--- src/rtl/fetch.sv ---
// fetch: instruction fetch unit sitting on the read side of the write-back
// stage's next-PC path. A next PC arrives from write-back and is fetched
// over a req/ack memory handshake. The fetched word is then offered to
// decode over a valid/ready handshake. One instruction is in flight at a
// time, and at most one redirect is held pending.
//
// Parameters:
//   RESET_PC       PC fetched first after reset.
//
// Ports:
//   clk            core clock, rising-edge
//   reset          synchronous, active-high
//   pc_wd_i        next PC from write-back
//   pc_wd_valid_i  one-cycle strobe qualifying pc_wd_i
//   mem_addr_o     word-aligned instruction read address
//   mem_req_o      read request, held until acked
//   mem_ack_i      read complete, mem_i valid this cycle
//   mem_i          instruction word from memory
//   ir_o           fetched instruction to decode
//   pc_o           PC of ir_o
//   ir_valid_o     ir_o/pc_o valid
//   ir_ready_i     decode accepts
//   busy_o         a fetch is in progress or an instruction is held
//   misalign_o     ir_o is a NOP substituted for a misaligned PC
//
// Optional feature macro: FETCH_ALIGN_CHECK_EN. When it is defined, a
// misaligned PC does not touch memory. Instead, a NOP is delivered with
// misalign_o set. When it is undefined, the low PC bits are dropped from
// the address and misalign_o stays 0.

module fetch #(
  parameter logic [31:0] RESET_PC = 32'h0000_0000
) (
  input  logic        clk,
  input  logic        reset,
  input  logic [31:0] pc_wd_i,
  input  logic        pc_wd_valid_i,
  output logic [31:0] mem_addr_o,
  output logic        mem_req_o,
  input  logic        mem_ack_i,
  input  logic [31:0] mem_i,
  output logic [31:0] ir_o,
  output logic [31:0] pc_o,
  output logic        ir_valid_o,
  input  logic        ir_ready_i,
  output logic        busy_o,
  output logic        misalign_o
);

  localparam logic [31:0] NOP = 32'h0000_0013;

  typedef enum logic [1:0] {
    IDLE = 2'd0,
    REQ  = 2'd1,
    HOLD = 2'd2
  } state_e;

  state_e      state_q, state_d;
  logic [31:0] pc_q, pc_d;
  logic [31:0] pend_pc_q, pend_pc_d;
  logic        pend_v_q, pend_v_d;
  logic [31:0] ir_q, ir_d;
  logic [31:0] pc_out_q, pc_out_d;
  logic        misalign_q, misalign_d;
  logic        pc_misaligned;

`ifdef FETCH_ALIGN_CHECK_EN
  assign pc_misaligned = (pc_q[1:0] != 2'b00);
`else
  assign pc_misaligned = 1'b0;
`endif

  // State register. Reset lands in REQ, so the first cycle after reset
  // already requests RESET_PC. Reset also drops any pending redirect.
  always_ff @(posedge clk) begin
    if (reset) begin
      state_q    <= REQ;
      pc_q       <= RESET_PC;
      pend_pc_q  <= 32'h0;
      pend_v_q   <= 1'b0;
      ir_q       <= 32'h0;
      pc_out_q   <= RESET_PC;
      misalign_q <= 1'b0;
    end else begin
      state_q    <= state_d;
      pc_q       <= pc_d;
      pend_pc_q  <= pend_pc_d;
      pend_v_q   <= pend_v_d;
      ir_q       <= ir_d;
      pc_out_q   <= pc_out_d;
      misalign_q <= misalign_d;
    end
  end

  // Next-state logic.
  always_comb begin
    state_d    = state_q;
    pc_d       = pc_q;
    pend_pc_d  = pend_pc_q;
    pend_v_d   = pend_v_q;
    ir_d       = ir_q;
    pc_out_d   = pc_out_q;
    misalign_d = misalign_q;
    case (state_q)
      IDLE: begin
        if (pc_wd_valid_i) begin
          pc_d    = pc_wd_i;
          state_d = REQ;
        end
      end
      REQ: begin
        if (pc_misaligned) begin
          // No memory access. A NOP is substituted, and any ack is ignored.
          ir_d       = NOP;
          pc_out_d   = pc_q;
          misalign_d = 1'b1;
          state_d    = HOLD;
          if (pc_wd_valid_i) begin
            pend_v_d  = 1'b1;
            pend_pc_d = pc_wd_i;
          end
        end else if (mem_ack_i) begin
          // A strobe coinciding with the ack counts as pending, so it
          // discards the returned word just like an older redirect.
          if (pend_v_q || pc_wd_valid_i) begin
            pc_d     = pc_wd_valid_i ? pc_wd_i : pend_pc_q;
            pend_v_d = 1'b0;
          end else begin
            ir_d       = mem_i;
            pc_out_d   = pc_q;
            misalign_d = 1'b0;
            state_d    = HOLD;
          end
        end else if (pc_wd_valid_i) begin
          pend_v_d  = 1'b1;
          pend_pc_d = pc_wd_i;
        end
      end
      HOLD: begin
        if (ir_ready_i) begin
          misalign_d = 1'b0;
          if (pc_wd_valid_i) begin
            pc_d     = pc_wd_i;
            pend_v_d = 1'b0;
            state_d  = REQ;
          end else if (pend_v_q) begin
            pc_d     = pend_pc_q;
            pend_v_d = 1'b0;
            state_d  = REQ;
          end else begin
            state_d = IDLE;
          end
        end else if (pc_wd_valid_i) begin
          // The held instruction is kept; the redirect waits its turn.
          pend_v_d  = 1'b1;
          pend_pc_d = pc_wd_i;
        end
      end
      default: state_d = IDLE;
    endcase
  end

  // Outputs. These are forced to their reset values while reset is high,
  // so nothing stale leaks out during the reset cycle itself.
  always_comb begin
    mem_req_o  = 1'b0;
    ir_valid_o = 1'b0;
    busy_o     = 1'b0;
    misalign_o = 1'b0;
    ir_o       = 32'h0;
    pc_o       = RESET_PC;
    mem_addr_o = {RESET_PC[31:2], 2'b00};
    if (!reset) begin
      mem_req_o  = (state_q == REQ) && !pc_misaligned;
      ir_valid_o = (state_q == HOLD);
      busy_o     = (state_q == REQ) || (state_q == HOLD);
      misalign_o = misalign_q;
      ir_o       = ir_q;
      pc_o       = pc_out_q;
      mem_addr_o = {pc_q[31:2], 2'b00};
    end
  end

endmodule

--- config.mk ---
export PLATFORM = sky130hd
export DESIGN_NAME = fetch
export DESIGN_NICKNAME = d
export VERILOG_FILES = /design/src/rtl/fetch.sv
export SDC_FILE = /design/constraint.sdc
export NUM_CORES = 1
export LEC_CHECK = 0
export BUFFER_PORTS_ARGS = -buffer_cell sky130_fd_sc_hd__clkbuf_2
export CORE_MARGIN = 2
export CORE_UTILIZATION = 40
export DETAILED_ROUTE_END_ITERATION = 6
export PLACE_DENSITY = 0.74
export SYNTH_ARGS = -nofsm -noshare
export SYNTH_HDL_FRONTEND = slang
export SYNTH_SLANG_ARGS = --single-unit
export TNS_END_PERCENT = 5
--- constraint.sdc ---
create_clock -name clk -period 2.1 [get_ports clk]
set_clock_uncertainty 0.1 [all_clocks]
set_input_delay 0 -clock clk [delete_from_list [all_inputs] [get_ports clk]]
set_output_delay 0 -clock clk [all_outputs]
set_load 0.1 [all_outputs]
==> flow_summary.ini, run 1 <==
[status]
status = completed

[setup_path]
critical_path_buf_inv_count = 3
cp_slowest_stage_delay_ns = 0.37
critPathMaxFanout = 6
crit_arrival_ns = 2.20
crit_type = flip-flop to flip-flop
path_depth = 8
critical_path.top_delay_family = simple AND/OR/NAND/NOR gates
startpoint = state_q[0]
crit_path_start_kind = flip-flop
crit_path_cell_trace = inv_1 > ha_1 > or2_2 > nand4_1 > buf_4 > buf_2 > mux2i_1 > nor2_1
rrSetupSlack_ns = 0.08
end_kind = flip-flop
reg2reg_from = state_q[0]
r2r_cells = 8
crit_path_top_delay_cell = dfxtp_2
cp.required_ns = 2.28

[power]
vdd_drop_max_uv = 680
p_per_area_mw_per_mm2 = 1420
power.total_mw = 11.8
p_leak_nw = 3.75

[routing]
drc = 0
drt-total-wl_um = 15500
drtPass1Iterations = 4
viasPerCell = 4.89
wl_per_cell_um = 14.1
drt-initial-drc-count = 246
via_count = 5372
antenna_left = 0

[timing]
finalSetupViolations = 0
slew_violations = 0
slew_headroom = 0.621
hold_viol_final = 0
tightest_slew_ns = 0.568
fmaxAchievable_ghz = 0.495
min_period_over_period = 0.962
period_needed_ns = 2.02

[die]
start_util = 0.409
die_area_mm2 = 0.0158
rows = 44
core_area_mm2 = 0.0145
io_pins = 169
die_height_um = 126
die_w_um = 126

[synthesis]
synth-seq-cells = 131
synthMostInstantiatedCell = dfxtp_1
synth_area_per_cell_um2 = 8.77
ys_warn_count = 0
ys.flop_type = dfxtp_1
synth_seq_area_share = 0.443
synthTopCellsByCount = dfxtp_1 (131), nand2_1 (130), a21oi_1 (99), nor2b_1 (97), mux2i_1 (64)
ys_top_cells_by_area = dfxtp_1 (44%), mux2i_1 (11%), nor2b_1 (10%), a21oi_1 (8.4%), nand2_1 (8.2%)
synth-edff-count = 0
synthesis.area_mm2 = 0.00592
syn_inst = 675
yosysTopAreaCell = dfxtp_1
yosysTopAreaCellShare = 0.443
async_flop_share = 0
synth.distinct_cells = 29

[placed_design]
post-dp-hpwl_um = 9640
dpl_cell_area_mm2 = 0.00699
dp.cells = 997
globalplace.congestion = 0.780
port_buffers = 165

[cts]
cts_htree_levels = 4
cts_buffers = 17
cts_root_buf = clkbuf_16
clockBufferDepth = 2
clock-sinks = 131
cts_tree = yes
clk_pin_slew_ns = 0.06
clk_latency_ns = 0.41

[min_path]
min_path_cells = 3
hold_class = primary input to flip-flop
hold_start = pc_wd_valid_i

[layout]
fin_cells = 1099
fillers = 1285
drive_gt1_frac = 0.296
finalInstanceArea_mm2 = 0.00834
diodes = 0
synthToLayoutAreaGrowth_pct = 40.8
finalCoreUtilization = 0.576
final_nets = 977

[global_route]
grt_pass1_wl_um = 25100
antenna_found_initial = 0
grt_max_degree = 72
grt_pass1_vias = 5241
grt_remaining_overflow = 0
grt_usage = 0.194

[run]
maxCapViolations = 0
registers in the layout, summed over array words and instances, names as in the netlist:
signal and flops:
ir_q 32, pc_out_q 32, pc_q 32, pend_pc_q 32
state_q 2, pend_v_q 1
power breakdown:
group	total (mW)	switching [mW]	leakage, nW	internal, mW
registers	3.41	0.373	1.07	3.04
logic	5.26	3.52	2.37	1.74
clock network	3.16	1.11	0.313	2.05
worst reg2reg max path, stage by stage, from the launching register on:
cell	delay (ns)
dfxtp_2	0.37
inv_1	0.09
ha_1	0.26
or2_2	0.33
nand4_1	0.14
buf_4	0.15
buf_2	0.21
mux2i_1	0.20
nor2_1	0.05
what timing repair did:
| item | CTS | global route |
|---|---|---|
| setup endpoints to repair | 0 | 55 |
| hold buffers | 67 | 0 |
| resized for setup | 0 | 6 |
| hold endpoints to repair | 110 | 0 |
| setup buffers | 0 | 2 |
stage by stage:
stage               hold WS, ns  TNS, ns  worst slack [ns]
finish                   0.0427        0            0.0798
detailed placement        0.129        0            0.0292
CTS                      0.0223        0            0.0100
floorplan                0.0360        0           0.00992
global route             0.0652  -0.0783           -0.0180
global placement          0.124        0            0.0887
layout by cell type, fill, tap and decap left out, drive strengths merged, types with 7 or more instances in the layout:
cell         instances
nor2                34
clkinv               8
a21oi              100
mux2i               64
dfxtp              131
dlygate4sd3         67
buf                 34
nor2b               97
clkbuf             183
inv                  7
nand2              130
a211oi              34
final cells by class:
class	count	area, um^2	share of cell area
clock buffer	19	453	0.0543
clock inverter	13	183	0.0219
inverter	7	26.3	0.00315
multi-input combinational	480	2970	0.356
sequential	131	2630	0.315
tap	184	230	0.0276
timing repair buffer	265	1850	0.222
metal layers:
metal	GRT usage	vias up	share of wire
li1	-	2702	-
met1	0.230	2503	0.43
met2	0.346	146	0.50
met3	0.0506	21	0.051
met4	0.0595	0	0.018
met5	0	-	0
final timing paths:
check | to
hold / removal | state_q[0]
setup / recovery | pend_pc_q[10]
hold reg to reg | ir_q[20]
setup reg to reg | pend_pc_q[10]
logic make-up after synthesis:
kind of cell,Yosys count,synth area share
other,1,0.000633
AND/OR/NAND/NOR,267,0.213
AO/OA/AOI/OAI,140,0.161
multiplexers,64,0.108
flip-flops,131,0.443
adder cells (fa/ha/maj),6,0.0127
buffers and inverters,66,0.0613
No activity file was read; power rests on OpenSTA's default activity.
==> run 2, diff against run 1 <==
--- a/config.mk
+++ b/config.mk
@@ -9,7 +9,8 @@
 export CORE_MARGIN = 2
 export CORE_UTILIZATION = 40
 export DETAILED_ROUTE_END_ITERATION = 6
-export PLACE_DENSITY = 0.74
+export PLACE_DENSITY = 0.7
+export REMOVE_ABC_BUFFERS = 1
 export SYNTH_ARGS = -nofsm -noshare
 export SYNTH_HDL_FRONTEND = slang
 export SYNTH_SLANG_ARGS = --single-unit
==> flow_summary.ini, run 2 (synthesis results as in run 1) <==
[die]
io_pins = 169
die_w_um = 126
die_height_um = 126
die_area_mm2 = 0.0158
core_area_mm2 = 0.0145
start_util = 0.409
rows = 44

[power]
swShare = 0.426
power.total_mw = 11.7
p_per_area_mw_per_mm2 = 1410
vdd_drop_max_uv = 786
seq_power_share = 0.293
p_leak_nw = 3.72
combPwrFrac = 0.451
clockPowerShare = 0.256
p_int_mw = 6.70
power_switching_mw = 4.97

[cts]
cts_root_buf = clkbuf_16
clockBufferDepth = 2
clock-sinks = 131
clk_pin_slew_ns = 0.06
clk_latency_ns = 0.41
cts_tree = yes
cts_htree_levels = 4
cts_buffers = 17

[timing]
period_needed_ns = 1.97
tightest_slew_ns = 0.587
finalSetupViolations = 0
min_period_over_period = 0.937
whs_ns = 0.0654
rsz0062_at_grt = no
fmaxAchievable_ghz = 0.508
slew_headroom = 0.611
slew_violations = 0
layout_setup_ws_ns = 0.131
tns_ns = 0
hold_viol_final = 0

[setup_path]
cp_slowest_stage_delay_ns = 0.55
critical_path_buf_inv_count = 3
cp.required_ns = 2.30
critical_path.top_delay_family = buffers and inverters
critPathMaxFanout = 5
crit_type = flip-flop to flip-flop
reg2reg_from = state_q[1]
crit_arrival_ns = 2.17
crit_path_cell_trace = inv_1 > ha_1 > buf_4 > o21a_1 > o221a_2 > dlygate4sd3_1
crit_path_top_delay_cell = dlygate4sd3_1
end_kind = flip-flop
r2r_cells = 6
crit_path_start_kind = flip-flop
r2r_end = pend_v_q
rrSetupSlack_ns = 0.13

[layout]
layout_common_cells = clkbuf_2 (164), nand2_1 (130), dfxtp_1 (129)
fillers = 1258
layout_commonest_cell = clkbuf_2
diodes = 0
fin_cells = 1093
final_nets = 971
finalCoreUtilization = 0.572
drive_gt1_frac = 0.287
synthToLayoutAreaGrowth_pct = 39.8
finalInstanceArea_mm2 = 0.00828

[routing]
antenna_left = 0
wl_per_cell_um = 14.0
via_count = 5233
drt-total-wl_um = 15400
viasPerCell = 4.79
drc = 0
drtPass1Iterations = 4
drt-initial-drc-count = 240

[placed_design]
dp.cells = 990
post-dp-hpwl_um = 9580
globalplace.congestion = 0.751
dpl_cell_area_mm2 = 0.00695
port_buffers = 165
pre_cts_slack_ns = 0.0934

[global_route]
antenna_found_initial = 0
grt_usage = 0.193
gr-usage-met2 = 0.322
grt_remaining_overflow = 0
grt_pass1_wl_um = 24800
grt_pass1_vias = 4984
grt_use_met3 = 0.0493
grt_busiest_layer = met2
use_met1 = 0.251
grt_max_degree = 72

[status]
status = completed

[run]
maxCapViolations = 0

[min_path]
hold_start = pc_wd_valid_i
hold_end = state_q[0]
min_path_cells = 3
hold_class = primary input to flip-flop
==> run 2: how the worst max path moves through the flow <==
stage | cells after the start | to | startpoint | slack [ns]
2_1_floorplan | 5 | pc_q[15] | state_q[0] | -2.42
3_3_place_gp | 7 | pc_q[31] | state_q[0] | 0.15
5_1_grt | 8 | pend_pc_q[25] | state_q[0] | 0.04
6_report | 6 | pend_v_q | state_q[1] | 0.13
4_1_cts | 4 | busy_o | state_q[0] | 0.07
3_5_place_dp | 7 | pend_pc_q[1] | state_q[0] | 0.09
==> run 2: metal layers <==
| layer | vias up | wire (um) | part of all wire |
|---|---|---|---|
| met4 | 0 | 136 | 0.0089 |
| met5 | - | 0 | 0 |
| met3 | 11 | 843 | 0.055 |
| li1 | 2677 | - | - |
| met2 | 138 | 7370 | 0.48 |
| met1 | 2407 | 7010 | 0.46 |
==> run 2: layout make-up <==
type	count	area, um^2	share of cell area
tap	184	230	0.0278
clock buffer	22	464	0.0561
clock inverter	10	131	0.0159
sequential	131	2630	0.317
inverter	7	26.3	0.00317
multi-input combinational	480	2970	0.358
timing repair buffer	259	1840	0.222
==> run 2: what timing repair did <==
item | 4_1_cts | 5_1_grt
endpoints found under the hold margin | 109 | 0
setup endpoints to repair | 0 | 56
resized for setup | 0 | 5
buffers inserted | 0 | 2
hold buffers | 67 | 0
==> run 2: power by group through the flow <==
| stage | clock network [mW] | registers, mW | logic [mW] |
|---|---|---|---|
| 3_5_place_dp | 0 | 3.45 | 5.05 |
| 5_1_grt | 3.16 | 3.48 | 5.62 |
| 6_report | 2.99 | 3.41 | 5.26 |
| 4_1_cts | 3.06 | 3.40 | 5.17 |
| 3_3_place_gp | 0 | 3.44 | 5.00 |
| 2_1_floorplan | 0 | 3.32 | 3.90 |
==> run 2: tightest hold or removal path, delay by kind of cell <==
family / cells / cell delay, ns
AO/OA/AOI/OAI: 2 / 0.36
buffers and inverters: 1 / 0.17
==> run 3, diff against run 2 <==
--- a/config.mk
+++ b/config.mk
@@ -7,9 +7,9 @@
 export LEC_CHECK = 0
 export BUFFER_PORTS_ARGS = -buffer_cell sky130_fd_sc_hd__clkbuf_2
 export CORE_MARGIN = 2
-export CORE_UTILIZATION = 40
+export CORE_UTILIZATION = 36
 export DETAILED_ROUTE_END_ITERATION = 6
-export PLACE_DENSITY = 0.7
+export PLACE_DENSITY = 0.65
 export REMOVE_ABC_BUFFERS = 1
 export SYNTH_ARGS = -nofsm -noshare
 export SYNTH_HDL_FRONTEND = slang
==> flow_summary.ini, run 3 (synthesis results as in run 1) <==
[global_route]
grt_pass1_vias = 4977
grt_max_degree = 66
grt_use_met3 = 0.0423
grt_busiest_layer = met2
gr-usage-met2 = 0.289
grt_pass1_wl_um = 24500
grt_remaining_overflow = 0
use_met1 = 0.215
grt_usage = 0.171
antenna_found_initial = 0

[layout]
layout_common_cells = clkbuf_2 (164), nand2_1 (130), dfxtp_1 (129)
finalCoreUtilization = 0.523
final_nets = 976
fillers = 1513
synthToLayoutAreaGrowth_pct = 41.4
diodes = 0
drive_gt1_frac = 0.293
layout_commonest_cell = clkbuf_2

[power]
vdd_drop_max_uv = 778
p_leak_nw = 3.74
p_per_area_mw_per_mm2 = 1410

[setup_path]
crit_path_cell_trace = inv_1 > ha_1 > or2_2 > nand4_1 > buf_4 > clkbuf_16 > mux2i_1 > nor2_1
critPathMaxFanout = 6
r2r_end = pend_pc_q[15]
reg2reg_from = state_q[1]
critical_path_buf_inv_count = 3
crit_arrival_ns = 2.22
end_kind = flip-flop
crit_path_start_kind = flip-flop
crit_path_top_delay_cell = dfxtp_2
critical_path.top_delay_family = simple AND/OR/NAND/NOR gates
rrSetupSlack_ns = 0.08
crit_type = flip-flop to flip-flop
cp.required_ns = 2.30
cp_slowest_stage_delay_ns = 0.36
r2r_cells = 8

[die]
die_w_um = 132
core_area_mm2 = 0.0160
rows = 46
start_util = 0.370
io_pins = 169
die_height_um = 132
die_area_mm2 = 0.0175

[min_path]
min_path_cells = 3
hold_end = state_q[0]
hold_class = primary input to flip-flop
hold_start = pc_wd_valid_i

[cts]
clk_latency_ns = 0.42
cts_root_buf = clkbuf_16
clk_pin_slew_ns = 0.06
cts_tree = yes
clockBufferDepth = 2
cts_htree_levels = 4
cts_buffers = 17
clock-sinks = 131

[run]
maxCapViolations = 0

[routing]
drt-total-wl_um = 15200
drc = 0
via_count = 5234
drtPass1Iterations = 4
wl_per_cell_um = 13.4
antenna_left = 0
viasPerCell = 4.63
drt-initial-drc-count = 212

[timing]
hold_viol_final = 0
tightest_slew_ns = 0.579
slew_violations = 0
period_needed_ns = 2.02
fmaxAchievable_ghz = 0.496
min_period_over_period = 0.961
slew_headroom = 0.616
finalSetupViolations = 0
whs_ns = 0.0681

[status]
status = completed

[placed_design]
globalplace.congestion = 0.784
post-dp-hpwl_um = 9680
port_buffers = 165
-- run 3: cell type report --
| cell class | instances | area (um^2) | area share |
|---|---|---|---|
| well taps | 216 | 270 | 0.0323 |
| inverters | 7 | 26.3 | 0.00314 |
| repair buffers | 264 | 1860 | 0.222 |
| clock inverters | 13 | 183 | 0.0218 |
| clock buffers | 19 | 443 | 0.0529 |
| multi-input cells | 480 | 2970 | 0.354 |
| flip-flops and latches | 131 | 2630 | 0.314 |
-- run 3: how the worst max path moves through the flow --
stage,from,end,slack [ns],cells past startpoint
floorplan,state_q[0],pc_q[15],-2.42,5
global placement,state_q[0],pc_q[28],0.1,6
detailed placement,state_q[1],state_q[1],-0.05,6
CTS,state_q[0],busy_o,0.08,4
global route,state_q[1],pend_pc_q[15],-0.02,8
finish,state_q[1],pend_pc_q[15],0.08,8
-- run 3: routing by layer --
layer | up-vias | wire length, um | part of all wire
met5 | - | 0 | 0
met3 | 18 | 698 | 0.046
li1 | 2697 | - | -
met1 | 2398 | 7200 | 0.47
met4 | 0 | 209 | 0.014
met2 | 121 | 7090 | 0.47
-- run 3: repair_timing --
item / 4_1_cts / 5_1_grt
hold buffers: 67 / 0
pin swaps: 1 / 1
endpoints found under the setup margin: 6 / 41
gates cloned: 0 / 1
setup buffers: 1 / 1
gates resized for setup: 0 / 6
endpoints found under the hold margin: 102 / 0
-- run 3: power breakdown --
part           switching (mW)  total (mW)  internal, mW
registers               0.366        3.41          3.05
clock network            1.13        3.15          2.01
logic                    3.51        5.23          1.73
total                    5.01        11.8          6.79
-- run 3: worst reg2reg max path, stage by stage (launching register included) --
cell and delay, ns:
dfxtp_2 0.36, inv_1 0.08, ha_1 0.21, or2_2 0.34
nand4_1 0.23, buf_4 0.19, clkbuf_16 0.15, mux2i_1 0.19
nor2_1 0.05
-- run 3: through the flow --
step / setup WS (ns) / power (mW) / instance area (um^2) / std cells / setup TNS, ns
2_1_floorplan: -2.42 / 7.22 / 5590 / 618 / -158.56
3_5_place_dp: -0.0515 / 8.51 / 7020 / 1028 / -0.0708
6_report: 0.0826 / 11.8 / 8380 / 1130 / 0
3_3_place_gp: 0.0981 / 8.46 / 7020 / 1028 / 0
5_1_grt: -0.0179 / 12.4 / 8380 / 1130 / -0.0673
4_1_cts: 0.0790 / 11.8 / 8330 / 1128 / 0
